--- config.mk ---
export PLATFORM = sky130hd
export DESIGN_NAME = pipeline_hazard_ctrl
export DESIGN_NICKNAME = d
export VERILOG_FILES = /design/src/rtl/pipeline_hazard_ctrl.sv
export SDC_FILE = /design/constraint.sdc
export NUM_CORES = 1
export LEC_CHECK = 0
export CORE_MARGIN = 2
export CORE_UTILIZATION = 25
export DETAILED_ROUTE_END_ITERATION = 12
export PLACE_DENSITY = 0.54
export SETUP_SLACK_MARGIN = 0.4
export SLEW_MARGIN = 10
export SYNTH_ARGS = -nofsm -noshare
export SYNTH_HDL_FRONTEND = slang
export SYNTH_SLANG_ARGS = --single-unit
export TNS_END_PERCENT = 30
--- constraint.sdc ---
create_clock -name CLK -period 1.8 [get_ports CLK]
set_input_delay 0.36 -clock CLK [delete_from_list [all_inputs] [get_ports CLK]]
set_output_delay 0.36 -clock CLK [all_outputs]
set_load 0.1 [all_outputs]
--- src/rtl/pipeline_hazard_ctrl.sv ---
// rtl/pipeline_hazard_ctrl.sv - hazard, flush, forwarding and memory-freeze controller for the 5-stage ARM pipeline
//
// Ports:
//   CLK, CLR                 clock; asynchronous active-high reset
//   ID_Rn/Rm/Rd, ID_use_*    source registers of the ID instruction and whether each is read
//   EX/MEM/WB_Rd, *_RF_enable destination register and write enable per downstream stage
//   EX_Load_Inst             instruction in EX is a load
//   branch_taken             branch in ID resolved taken
//   MEM_enable, DMEM_ready   data-memory access request / completion
//   PC_LE, IFID_LE           PC and IF/ID load enables
//   CU_mux_sel               inject a NOP into ID/EX
//   IFID_flush               synchronous clear of IF/ID
//   PIPE_FREEZE              hold ID/EX, EX/MEM, MEM/WB
//   FWD_A/B/C                forward select for Rn/Rm/Rd: 00 RF, 01 EX, 10 MEM, 11 WB
//   mem_error                sticky memory timeout flag
//   stall_cnt, flush_cnt     statistics counters
//
// Optional feature macro: HAZARD_STATS_EN (saturating stall/flush counters; tied to 0 when undefined)

module pipeline_hazard_ctrl #(
    parameter int MEM_TIMEOUT = 15,
    parameter int CNT_W       = 16
) (
    input  logic             CLK,
    input  logic             CLR,
    input  logic [3:0]       ID_Rn,
    input  logic [3:0]       ID_Rm,
    input  logic [3:0]       ID_Rd,
    input  logic             ID_use_Rn,
    input  logic             ID_use_Rm,
    input  logic             ID_use_Rd,
    input  logic [3:0]       EX_Rd,
    input  logic [3:0]       MEM_Rd,
    input  logic [3:0]       WB_Rd,
    input  logic             EX_RF_enable,
    input  logic             MEM_RF_enable,
    input  logic             WB_RF_enable,
    input  logic             EX_Load_Inst,
    input  logic             branch_taken,
    input  logic             MEM_enable,
    input  logic             DMEM_ready,
    output logic             PC_LE,
    output logic             IFID_LE,
    output logic             CU_mux_sel,
    output logic             IFID_flush,
    output logic             PIPE_FREEZE,
    output logic [1:0]       FWD_A,
    output logic [1:0]       FWD_B,
    output logic [1:0]       FWD_C,
    output logic             mem_error,
    output logic [CNT_W-1:0] stall_cnt,
    output logic [CNT_W-1:0] flush_cnt
);

    localparam logic [1:0] ST_RUN      = 2'd0;
    localparam logic [1:0] ST_MEM_WAIT = 2'd1;
    localparam logic [1:0] ST_ERROR    = 2'd2;

    localparam logic [7:0] TIMEOUT_V = 8'(MEM_TIMEOUT);

    logic [1:0] state;
    logic [1:0] state_nxt;
    logic [7:0] wait_cnt;
    logic [7:0] wait_cnt_nxt;
    logic       mem_wait;
    logic       frozen;
    logic       load_use;
    logic       ex_can_fwd;

    assign mem_wait = MEM_enable & ~DMEM_ready;

    // In MEM_WAIT the freeze persists on !DMEM_ready alone, so a request
    // that drops MEM_enable before completing still keeps the pipe held.
    assign frozen = ((state == ST_RUN) & mem_wait)
                  | ((state == ST_MEM_WAIT) & ~DMEM_ready)
                  | (state == ST_ERROR);

    always_comb begin
        state_nxt    = state;
        wait_cnt_nxt = wait_cnt;
        case (state)
            ST_RUN: begin
                if (mem_wait) begin
                    state_nxt    = ST_MEM_WAIT;
                    wait_cnt_nxt = 8'd1;
                end
            end
            ST_MEM_WAIT: begin
                if (DMEM_ready) begin
                    state_nxt    = ST_RUN;
                    wait_cnt_nxt = 8'd0;
                end else if (wait_cnt == TIMEOUT_V) begin
                    state_nxt = ST_ERROR;
                end else begin
                    wait_cnt_nxt = wait_cnt + 8'd1;
                end
            end
            ST_ERROR: begin
                state_nxt = ST_ERROR;
            end
            default: begin
                state_nxt    = ST_RUN;
                wait_cnt_nxt = 8'd0;
            end
        endcase
    end

    always_ff @(posedge CLK or posedge CLR) begin
        if (CLR) begin
            state    <= ST_RUN;
            wait_cnt <= 8'd0;
        end else begin
            state    <= state_nxt;
            wait_cnt <= wait_cnt_nxt;
        end
    end

    assign mem_error = (state == ST_ERROR);

    // R15 is the PC, never a real RF producer, so it never creates a hazard.
    assign load_use = EX_Load_Inst & EX_RF_enable & (EX_Rd != 4'd15)
                    & ((ID_use_Rn & (ID_Rn == EX_Rd))
                     | (ID_use_Rm & (ID_Rm == EX_Rd))
                     | (ID_use_Rd & (ID_Rd == EX_Rd)));

    always_comb begin
        PC_LE       = 1'b1;
        IFID_LE     = 1'b1;
        CU_mux_sel  = 1'b0;
        IFID_flush  = 1'b0;
        PIPE_FREEZE = 1'b0;
        if (frozen) begin
            PIPE_FREEZE = 1'b1;
            PC_LE       = 1'b0;
            IFID_LE     = 1'b0;
        end else if (load_use) begin
            PC_LE      = 1'b0;
            IFID_LE    = 1'b0;
            CU_mux_sel = 1'b1;
        end else if (branch_taken) begin
            IFID_flush = 1'b1;
        end
    end

    // A load in EX has no data yet; its value is forwarded from MEM once the
    // bubble has pushed it one stage further.
    assign ex_can_fwd = EX_RF_enable & ~EX_Load_Inst;

    function automatic logic [1:0] fwd_sel(input logic [3:0] src, input logic used);
        logic [1:0] sel;
        sel = 2'b00;
        if (used && (src != 4'd15)) begin
            if (ex_can_fwd && (EX_Rd == src)) begin
                sel = 2'b01;
            end else if (MEM_RF_enable && (MEM_Rd == src)) begin
                sel = 2'b10;
            end else if (WB_RF_enable && (WB_Rd == src)) begin
                sel = 2'b11;
            end
        end
        return sel;
    endfunction

    assign FWD_A = fwd_sel(ID_Rn, ID_use_Rn);
    assign FWD_B = fwd_sel(ID_Rm, ID_use_Rm);
    assign FWD_C = fwd_sel(ID_Rd, ID_use_Rd);

`ifdef HAZARD_STATS_EN
    logic [CNT_W-1:0] stall_q;
    logic [CNT_W-1:0] flush_q;

    always_ff @(posedge CLK or posedge CLR) begin
        if (CLR) begin
            stall_q <= '0;
            flush_q <= '0;
        end else begin
            if (!PC_LE && (stall_q != {CNT_W{1'b1}})) begin
                stall_q <= stall_q + CNT_W'(1);
            end
            if (IFID_flush && (flush_q != {CNT_W{1'b1}})) begin
                flush_q <= flush_q + CNT_W'(1);
            end
        end
    end

    assign stall_cnt = stall_q;
    assign flush_cnt = flush_q;
`else
    assign stall_cnt = '0;
    assign flush_cnt = '0;
`endif

endmodule

# After elaboration in Yosys (flattened, before gate mapping)
# Index checks and enable logic that the tools add are counted.
totals:
  ram_bits: 0
  ff_bits: 10
  mem_bits_ro: 0
  latch_bits: 0
  n_memories: 0
  output_inout_bits: 44
  wordCells: 85
classes:
  multipliers: 0
  add_sub_neg: 1
  reduce_logical: 15
  bitwise_logic: 17
  eq_ne: 22
  div_mod_pow: 0
  n_lt_le_gt_ge: 0
  muxes: 28
  n_shift: 0
op_table:
  columns: ["cell", "count"]
  rows:
  - ["4-bit equality test", 12]
  - ["2-bit 2-to-1 mux", 15]
  - ["8-bit 2-to-1 mux", 3]
  - ["8-bit one-hot mux with 3 select lines", 1]
  - ["4-bit != test (second input constant)", 4]
  - ["1-bit logical AND", 12]
  - ["1-bit bitwise AND", 10]
  - ["8-bit by 1-bit adder with 8-bit output (second input constant)", 1]
  - ["8-bit by 4-bit equality test with 1-bit output (second input constant)", 1]
  - ["1-bit 2-to-1 mux", 8]
  - ["2-bit one-hot mux with 3 select lines", 1]
  - ["1-bit OR", 4]
  - ["3-bit by 2-bit != test with 1-bit output (second input constant)", 1]
  - ["3-bit != test (second input constant)", 1]
  - ["1-bit NOT", 3]
  - ["3-bit AND reduction", 1]
  - ["2-bit by 1-bit equality test with 1-bit output (second input constant)", 1]
  - ["2-bit equality test (second input constant)", 1]
  - ["2-bit zero test", 1]
  - ["2-bit != test (second input constant)", 1]
  - ["2-bit AND reduction", 1]

# Logic depth before layout (Yosys ltp)
# Gate-level depths: netlist (run 1).
logic_depth:
  word_depth: 7
  ltp_mapped: 6

# Worst setup path after synthesis (run 1)
# Ideal clock, no wire load.
synth_timing:
  path_kind: "flip-flop to output port"
  startpoint: "register state[0]"
  endpoint: "output PC_LE"
  t_arrival_ps: 3356
  setup_slack_ps: -1916
  t_required_ps: 1440
  path_stages_with_launch: 5
  path_cell_list: "dfrtp_1 -> o21ai_0 -> nand2_1 -> nor2b_1 -> buf_4"
synth_via:
  elab_chain_cells: 5
synth_lines:
  columns: ["element", "line_no", "source"]
  rows:
  - ["start, declared", "61", "logic [1:0] state;"]
  - ["start signal, assigned", "113", "state <= state_nxt;"]
  - ["2-bit by 1-bit equality test with 1-bit output or 2-bit zero test (tied branches)", "75, 74", null]
  - ["1-bit bitwise AND (on tied branches)", "75, 74", null]
  - ["1-bit OR", "75", "| ((state == ST_MEM_WAIT) & ~DMEM_ready)"]
  - ["1-bit OR (*)", "76", "| (state == ST_ERROR);"]
  - ["1-bit 2-to-1 mux (*)", null, null]
  - ["end, declared", "42", "output logic PC_LE,"]
# Every way passes the cells marked *; elsewhere a longest branch is shown, timed or not.

# Worst setup path in the final report (run 1)
layout_timing:
  startpoint: "input ID_Rd[0]"
  endpoint: "output FWD_C[1]"
layout_via:
  elab_chain_cells: 6
layout_lines:
  columns: ["element", "line_no", "source"]
  rows:
  - ["start, declared", "28", "input logic [3:0] ID_Rd,"]
  - ["4-bit equality test", "157", "end else if (WB_RF_enable && (WB_Rd == src)) begin"]
  - ["1-bit logical AND", "157", null]
  - ["2-bit 2-to-1 mux", "157", null]
  - ["2-bit 2-to-1 mux", "155", "end else if (MEM_RF_enable && (MEM_Rd == src)) begin"]
  - ["2-bit 2-to-1 mux", "153", "if (ex_can_fwd && (EX_Rd == src)) begin"]
  - ["2-bit 2-to-1 mux (*)", "152", "if (used && (src != 4'd15)) begin"]
  - ["end, declared", "49", "output logic [1:0] FWD_C,"]
# Marked as above.

==> results of run 1 <==
through the flow:
step | worst slack [ps] | instances | util
4_1_cts | -267 | 330 | 0.449
2_1_floorplan | -274 | 211 | -
5_1_grt | -298 | 333 | 0.470
3_3_place_gp | -757 | 323 | 0.409
6_report | -238 | 333 | 0.470
3_5_place_dp | -784 | 323 | 0.409
worst max path at each step:
stage | from | end | slack, ps | cells after the start
6_report | ID_Rd[0] | FWD_C[1] | -240 | 8
2_1_floorplan | state[0] | PC_LE | -270 | 4
3_3_place_gp | EX_Rd[1] | IFID_flush | -760 | 7
3_5_place_dp | EX_Rd[0] | IFID_flush | -780 | 7
5_1_grt | ID_Rd[0] | FWD_C[1] | -300 | 8
4_1_cts | ID_Rn[1] | FWD_A[1] | -270 | 9
power groups by stage:
| stage | clock network (uW) | logic (uW) | registers [uW] |
|---|---|---|---|
| 2_1_floorplan | 0 | 578 | 249 |
| 3_3_place_gp | 0 | 756 | 250 |
| 3_5_place_dp | 0 | 757 | 250 |
| 4_1_cts | 285 | 797 | 252 |
| 5_1_grt | 301 | 864 | 254 |
| 6_report | 279 | 828 | 252 |
area by class of cell:
type | count | area, sq um | share of cell area
Inverter | 6 | 22.5 | 0.00887
Timing Repair Buffer | 80 | 832 | 0.328
Sequential cell | 10 | 251 | 0.0991
Clock buffer | 4 | 55.1 | 0.0217
Tap cell | 72 | 90.1 | 0.0355
Multi-Input combinational cell | 161 | 1290 | 0.507
critical path, delay by kind of cell:
kind                   cells  cell delay, ps
AO/OA/AOI/OAI              1             380
AND/OR/NAND/NOR            3             540
buffers and inverters      4             410
flip-flops by register name, summed over array words and instances (netlist names):
signal and flops:
wait_cnt 8, state 2
routing by layer:
metal / vias up / global-route usage / part of all wire
met3: 4 / 0.0161 / 0.061
met5: - / 0 / 0
li1: 714 / - / -
met2: 61 / 0.245 / 0.52
met1: 700 / 0.175 / 0.41
met4: 0 / 0.0193 / 0.011
logic make-up (layout without fill, tap and decap cells):
group	Yosys count	after routing
compound gates	26	26
xor+xnor	36	36
fa+ha+maj	1	1
buf+inv	40	90
flops	10	10
mux	1	1
other cells	1	32
simple gates	65	65
layout by cell type (no fill, tap or decap), types with 5 or more instances in the layout:
| cell type | instances |
|---|---|
| buf_4 | 25 |
| conb_1 | 32 |
| dfrtp_1 | 9 |
| clkdlybuf4s50_1 | 8 |
| buf_2 | 10 |
| nand3_1 | 5 |
| xor2_1 | 24 |
| nand2_1 | 14 |
| nor2b_4 | 5 |
| buf_6 | 15 |
| a21oi_1 | 8 |
| xor2_2 | 6 |
| nor4_2 | 5 |
| buf_12 | 12 |
what timing repair did:
| action | CTS | global route |
|---|---|---|
| pin swaps | 34 | 23 |
| buffers inserted | 3 | 3 |
| endpoints found under the setup margin | 16 | 17 |
| resized for setup | 145 | 29 |
| endpoints found under the hold margin | 0 | 0 |
==> summary.md, run 1 <==
| Metric | Value |
|---|---|
| Post-route cell area | 0.00254 sq mm |
| Max incr delay on CP | 380 ps |
| Synth-to-Final Area Change | 84.3% |
| Synth Area in Compound Gates | 0.120 |
| First-pass GRT wire length | 6.82 mm |
| Adder-cell area share of the yosys netlist | 0.00908 |
| Req. time, crit path | 1440 ps |
| Crit path DAT | 1680 ps |
| Pins Over Slew Limit | 0 |
| CP Cell Sequence | buf_8 -> buf_6 -> inv_2 -> a222oi_1 -> nor3b_4 -> nor2b_4 -> nor3_4 -> buf_12 |
| Die height | 78.2 microns |
| Input/output buffers | 47 |
| Num CTS Buffers | 3 |
| Largest net degree at the start of global routing | 13 |
| Reg2reg path depth | 5 |
| Die ar. | 0.00612 sq mm |
| Placer's final routability congestion estimate | 0.854 |
| Final hold vios | 0 |
| Status | finished, violations left |
| Crit Reg-Reg Startpoint | wait_cnt[6] |
| Post-synth top cells | buf_4 (33), xor2_1 (30), nand2_1 (17) |
| Total chip power | 1360 uW |
| Worst R2R End | wait_cnt[3] |
| Clock slew seen by the registers of the worst setup and hold paths | 50 ps |
| Initial antenna violation count | 0 |
| Initial DRC count | 38 |
| I/O pins | 80 |
| Library cells used by synthesis | 34 |
| Top_reg_cell synth | dfrtp_1 |
| Post-DRT Antenna Nets | 0 |
| Hold WC Path Type | input port to asynchronous set/reset pin |
| # diodes | 0 |
| Hold Worst Slack | 420 ps |
| Synth Area in XOR/XNOR | 0.229 |
| Mux cell area share after synthesis | 0.00727 |
| Worst setup margin | -238 ps |
| Clk pwr share | 0.205 |
| Switching pwr | 680 uW |
| Core area | 0.00541 sq mm |
| Initial core utilization | 0.255 |
| Average wire per standard cell | 13.0 microns |
| Post-Route WL | 4.32 mm |
| Reg2reg setup slack | 150 ps |
| Clock Skew | 3.41 ps |
| Row count | 27 |
| Simple-Gate Fraction of Synth Area | 0.252 |
| Root buffer cell | clkbuf_8 |
| Hold_buf cts | 0 |
| #FFs+latches synth | 10 |
| Largest family of logic cells by synthesized area | simple AND/OR/NAND/NOR gates |
| Vias in the first global route | 1410 |
| Cells after Synth | 180 |
| Final #Nets | 299 |
| CP Class | input port to output port |
| Placed wire-length estimate | 3.30 mm |
| Fmax achieved | 491 MHz |
| GRT Overall Usage | 0.135 |
| Clock sink total | 10 |
| Ys async rst share | 1.00 |
| Post-Place Cell Area | 0.00221 sq mm |
| Die X | 78.2 microns |
| Warnings from Yosys | 0 |
| Startpoint type of the worst setup path | input port |
| Crit path max fanout | 4 |
| Synth top area cells | xor2_1 (19%), dfrtp_1 (18%), buf_4 (18%), nand2_1 (4.6%), xnor2_1 (3.8%) |
| Comb pwr share | 0.609 |
| Top cell type's share of synthesized area | 0.191 |
| Register share of total power | 0.185 |
| Element type at the critical path end | output port |
| DR DRC count | 0 |
| Leakage | 0.00111 uW |
| Final worst-path cycle share | 1.13 |
| Power Dens Cells | 536 mW/mm^2 |
| Failing checks | setup timing |
| Syn Area/Cell | 7.65 sq um |
| Leading area contributor after synthesis | xor2_1 |
| Peak VDD IR | 0.000579 V |
| Top-count cell post-synth | buf_4 |
| Number of iterations in the first detailed-routing pass | 4 |
| Crit-path slowest cell | a222oi_1 |
| Final setup viols | 11 |
| Clock H-tree levels | 1 |
| Register area share after synthesis | 0.182 |
| Unrepaired setup endpoints after global routing | true |
| Fillers | 516 |
| Max clock buf depth | 2 |
| CTS tree | built |
| DR vias | 1479 |
| Min cycle time layout | 2040 ps |
| Number of flops mapped to enable cells by yosys | 0 |
| Setup TNS | -1820 ps |
| Routed vias/inst | 4.44 |
| Gr ovfl total | 0 |
| Share of cells above drive strength 1 | 0.479 |
| Synthesized area | 0.00138 sq mm |
| Max Cap Viol | 0 |
| Clock latency on the worst-skew pair | 230 ps |
| P_int | 680 uW |
| Net Sw Frac | 0.500 |
(Power assumes the default switching activity.)
==> run 2, diff against run 1 <==
- CELL_PAD_IN_SITES_DETAIL_PLACEMENT: not set -> 0
- CELL_PAD_IN_SITES_GLOBAL_PLACEMENT: not set -> 2
- CORE_UTILIZATION: 25 -> 20
- CTS_BUF_LIST: not set -> sky130_fd_sc_hd__clkbuf_4
- PLACE_DENSITY: 0.54 -> 0.79
==> run 2 against run 1 <==
The flow still finishes with violations (setup timing). Sequential cell count did not move. Non-clock buffer count decreased by 4. Clock skew rose by 9.5 ps. Die area increased by 24%. Routed wire length decreased by 0.49%. Clock power shrank 42%. Critical path depth shrank 1. Setup slack improved by 75 ps. Cell area is 1.2% lower. Hold slack worse by 54 ps. Highest routed layer unchanged.
==> summary.md, run 2 (synthesized netlist as in run 1, its figures left out) <==
| Metric | Value |
|---|---|
| Clock Skew | 12.9 ps (+9.48 ps) |
| Initial core utilization | 0.205 (-0.0498) |
| Placer's final routability congestion estimate | 0.771 (-9.8%) |
| Row count | 30 (+11%) |
| Most common cell after layout, fill and taps aside | conb_1 |
| Post-Route WL | 4.29 mm (-0.49%) |
| Power Dens Cells | 494 mW/mm^2 (-7.9%) |
| Final hold vios | 0 (unchanged) |
| Min cycle time layout | 1960 ps (-75.1 ps) |
| Worst setup margin | -163 ps (+75.1 ps) |
| Crit path DAT | 1600 ps (-80 ps) |
| # diodes | 0 (unchanged) |
| Gr ovfl total | 0 (unchanged) |
| Routed vias/inst | 4.36 (-1.9%) |
| Placed wire-length estimate | 3.42 mm (+3.7%) |
| Delay-heaviest family, CP | simple AND/OR/NAND/NOR gates |
| Total chip power | 1240 uW (-9.0%) |
| Unrepaired setup endpoints after global routing | true |
| Die X | 87.0 microns (+11%) |
| Startpoint type of the worst setup path | input port |
| Input/output buffers | 47 (unchanged) |
| Initial DRC count | 23 (-39%) |
| Vias in the first global route | 1363 (-3.3%) |
| Clock sink total | 10 (unchanged) |
| Root buffer cell | clkbuf_4 |
| Max incr delay on CP | 310 ps (-70 ps) |
| Fmax achieved | 509 MHz (+3.8%) |
| Hold_buf cts | 0 (unchanged) |
| Hold Worst Slack | 365 ps (-54.5 ps) |
| Post-DRT Antenna Nets | 0 (unchanged) |
| Core area | 0.00672 sq mm (+24%) |
| Setup TNS | -1430 ps (+392 ps) |
| Clock H-tree levels | 1 (unchanged) |
| Clock latency on the worst-skew pair | 270 ps (+40 ps) |
| Status | finished, violations left |
| Pre-CTS setup slack | -794 ps (-9.93 ps) |
| CP Cell Sequence | buf_8 -> xor2_4 -> nor4_4 -> nand3_1 -> and3_4 -> and4_4 -> buf_12 |
| GRT Overall Usage | 0.106 (-0.0288) |
| Largest net degree at the start of global routing | 11 (-2) |
| Final #Nets | 295 (-1.3%) |
| Max Cap Viol | 0 (unchanged) |
| DR vias | 1468 (-0.74%) |
| Largest reg by FF count | wait_cnt |
| Die ar. | 0.00757 sq mm (+24%) |
| I/O pins | 80 (unchanged) |
| DR DRC count | 0 (unchanged) |
| Num CTS Buffers | 3 (unchanged) |
| Pins Over Slew Limit | 0 (unchanged) |
| Synth-to-Final Area Change | 82.0% |
| Share of cells above drive strength 1 | 0.459 (-0.0198) |
| Hold WC Path Type | input port to asynchronous set/reset pin |
| Number of iterations in the first detailed-routing pass | 5 (+1) |
| Leakage | 0.00109 uW (-2.3%) |
| Clock slew seen by the registers of the worst setup and hold paths | 80 ps (+30 ps) |
| Regs by FF count | wait_cnt x8, state x2 |
| CP Class | input port to output port |
| Final setup viols | 11 (unchanged) |
| Peak VDD IR | 0.000497 V (-14%) |
| Crit-path slowest cell | nor4_4 |
| Die height | 87.0 microns (+11%) |
| Final worst-path cycle share | 1.09 (-0.0417) |
| Average wire per standard cell | 12.7 microns (-1.7%) |
| Fin util | 0.373 (-0.0965) |
| Worst path buffer plus inverter count | 2 (-2) |
| CTS tree | built |
| Crit path max fanout | 3 (-1) |
| Number of flip-flops under the largest register name | 8 (unchanged) |
| Max clock buf depth | 2 (unchanged) |
| Element type at the critical path end | output port |
| Req. time, crit path | 1440 ps (about the same) |
| Leading cell types in the layout, fill and taps excluded | conb_1 (32), xor2_1 (26), buf_4 (19) |
| First-pass GRT wire length | 6.56 mm (-3.8%) |
| Initial antenna violation count | 0 (unchanged) |
| Failing checks | setup timing |
[run 2: cell type report]
cell class | instances | area (sq um)
fill | 674 | 4210
multi-input combinational | 161 | 1290
timing repair buffer | 76 | 813
sequential | 10 | 251
tap | 80 | 100
clock buffer | 3 | 22.5
inverter | 6 | 22.5
clock inverter | 1 | 3.75
[run 2: what timing repair did]
action	in CTS	in global routing
pin swaps	32	27
setup buffers	1	0
resized for setup	141	41
setup endpoints to repair	16	17
[run 2: worst paths after layout]
kind                        startpoint     endpoint  slack (ps)  cells past startpoint
max in group asynchronous          CLR     state[0]        1140                      2
setup reg to reg           wait_cnt[7]  wait_cnt[3]         140                      5
setup / recovery              ID_Rm[0]   IFID_flush        -160                      7
hold reg to reg            wait_cnt[6]  wait_cnt[6]         600                      2
min in group CLK           wait_cnt[6]  wait_cnt[6]         600                      2
hold / removal                     CLR  wait_cnt[3]         370                      2
[run 2: stage by stage]
stage                     instance area (sq um)  std cells
after CTS                                  2380        337
after global routing                       2510        337
after floorplan                            1590        211
after detailed placement                   2230        332
after global placement                     2230        332
final                                      2510        337
[run 2: power by group]
group	switching [uW]	leakage, uW	internal [uW]
combinational	580	0.000939	251
sequential	9.74	0.000134	235
clock	81.8	0.0000154	80.1
[run 2: per-layer routing]
layer  vias up  wire length [microns]  track usage
met2        68                   2060        0.185
met5         -                      0            0
met3         2                    346       0.0256
met1       690                   1890        0.138
li1        708                      -            -
met4         0                      4      0.00994
[run 2: worst reg2reg max path, delay by kind of cell, from the launching register on]
family | cells | cell delay, ps
simple gates | 2 | 610
buf+inv | 1 | 50
flops | 1 | 420
compound gates | 2 | 500
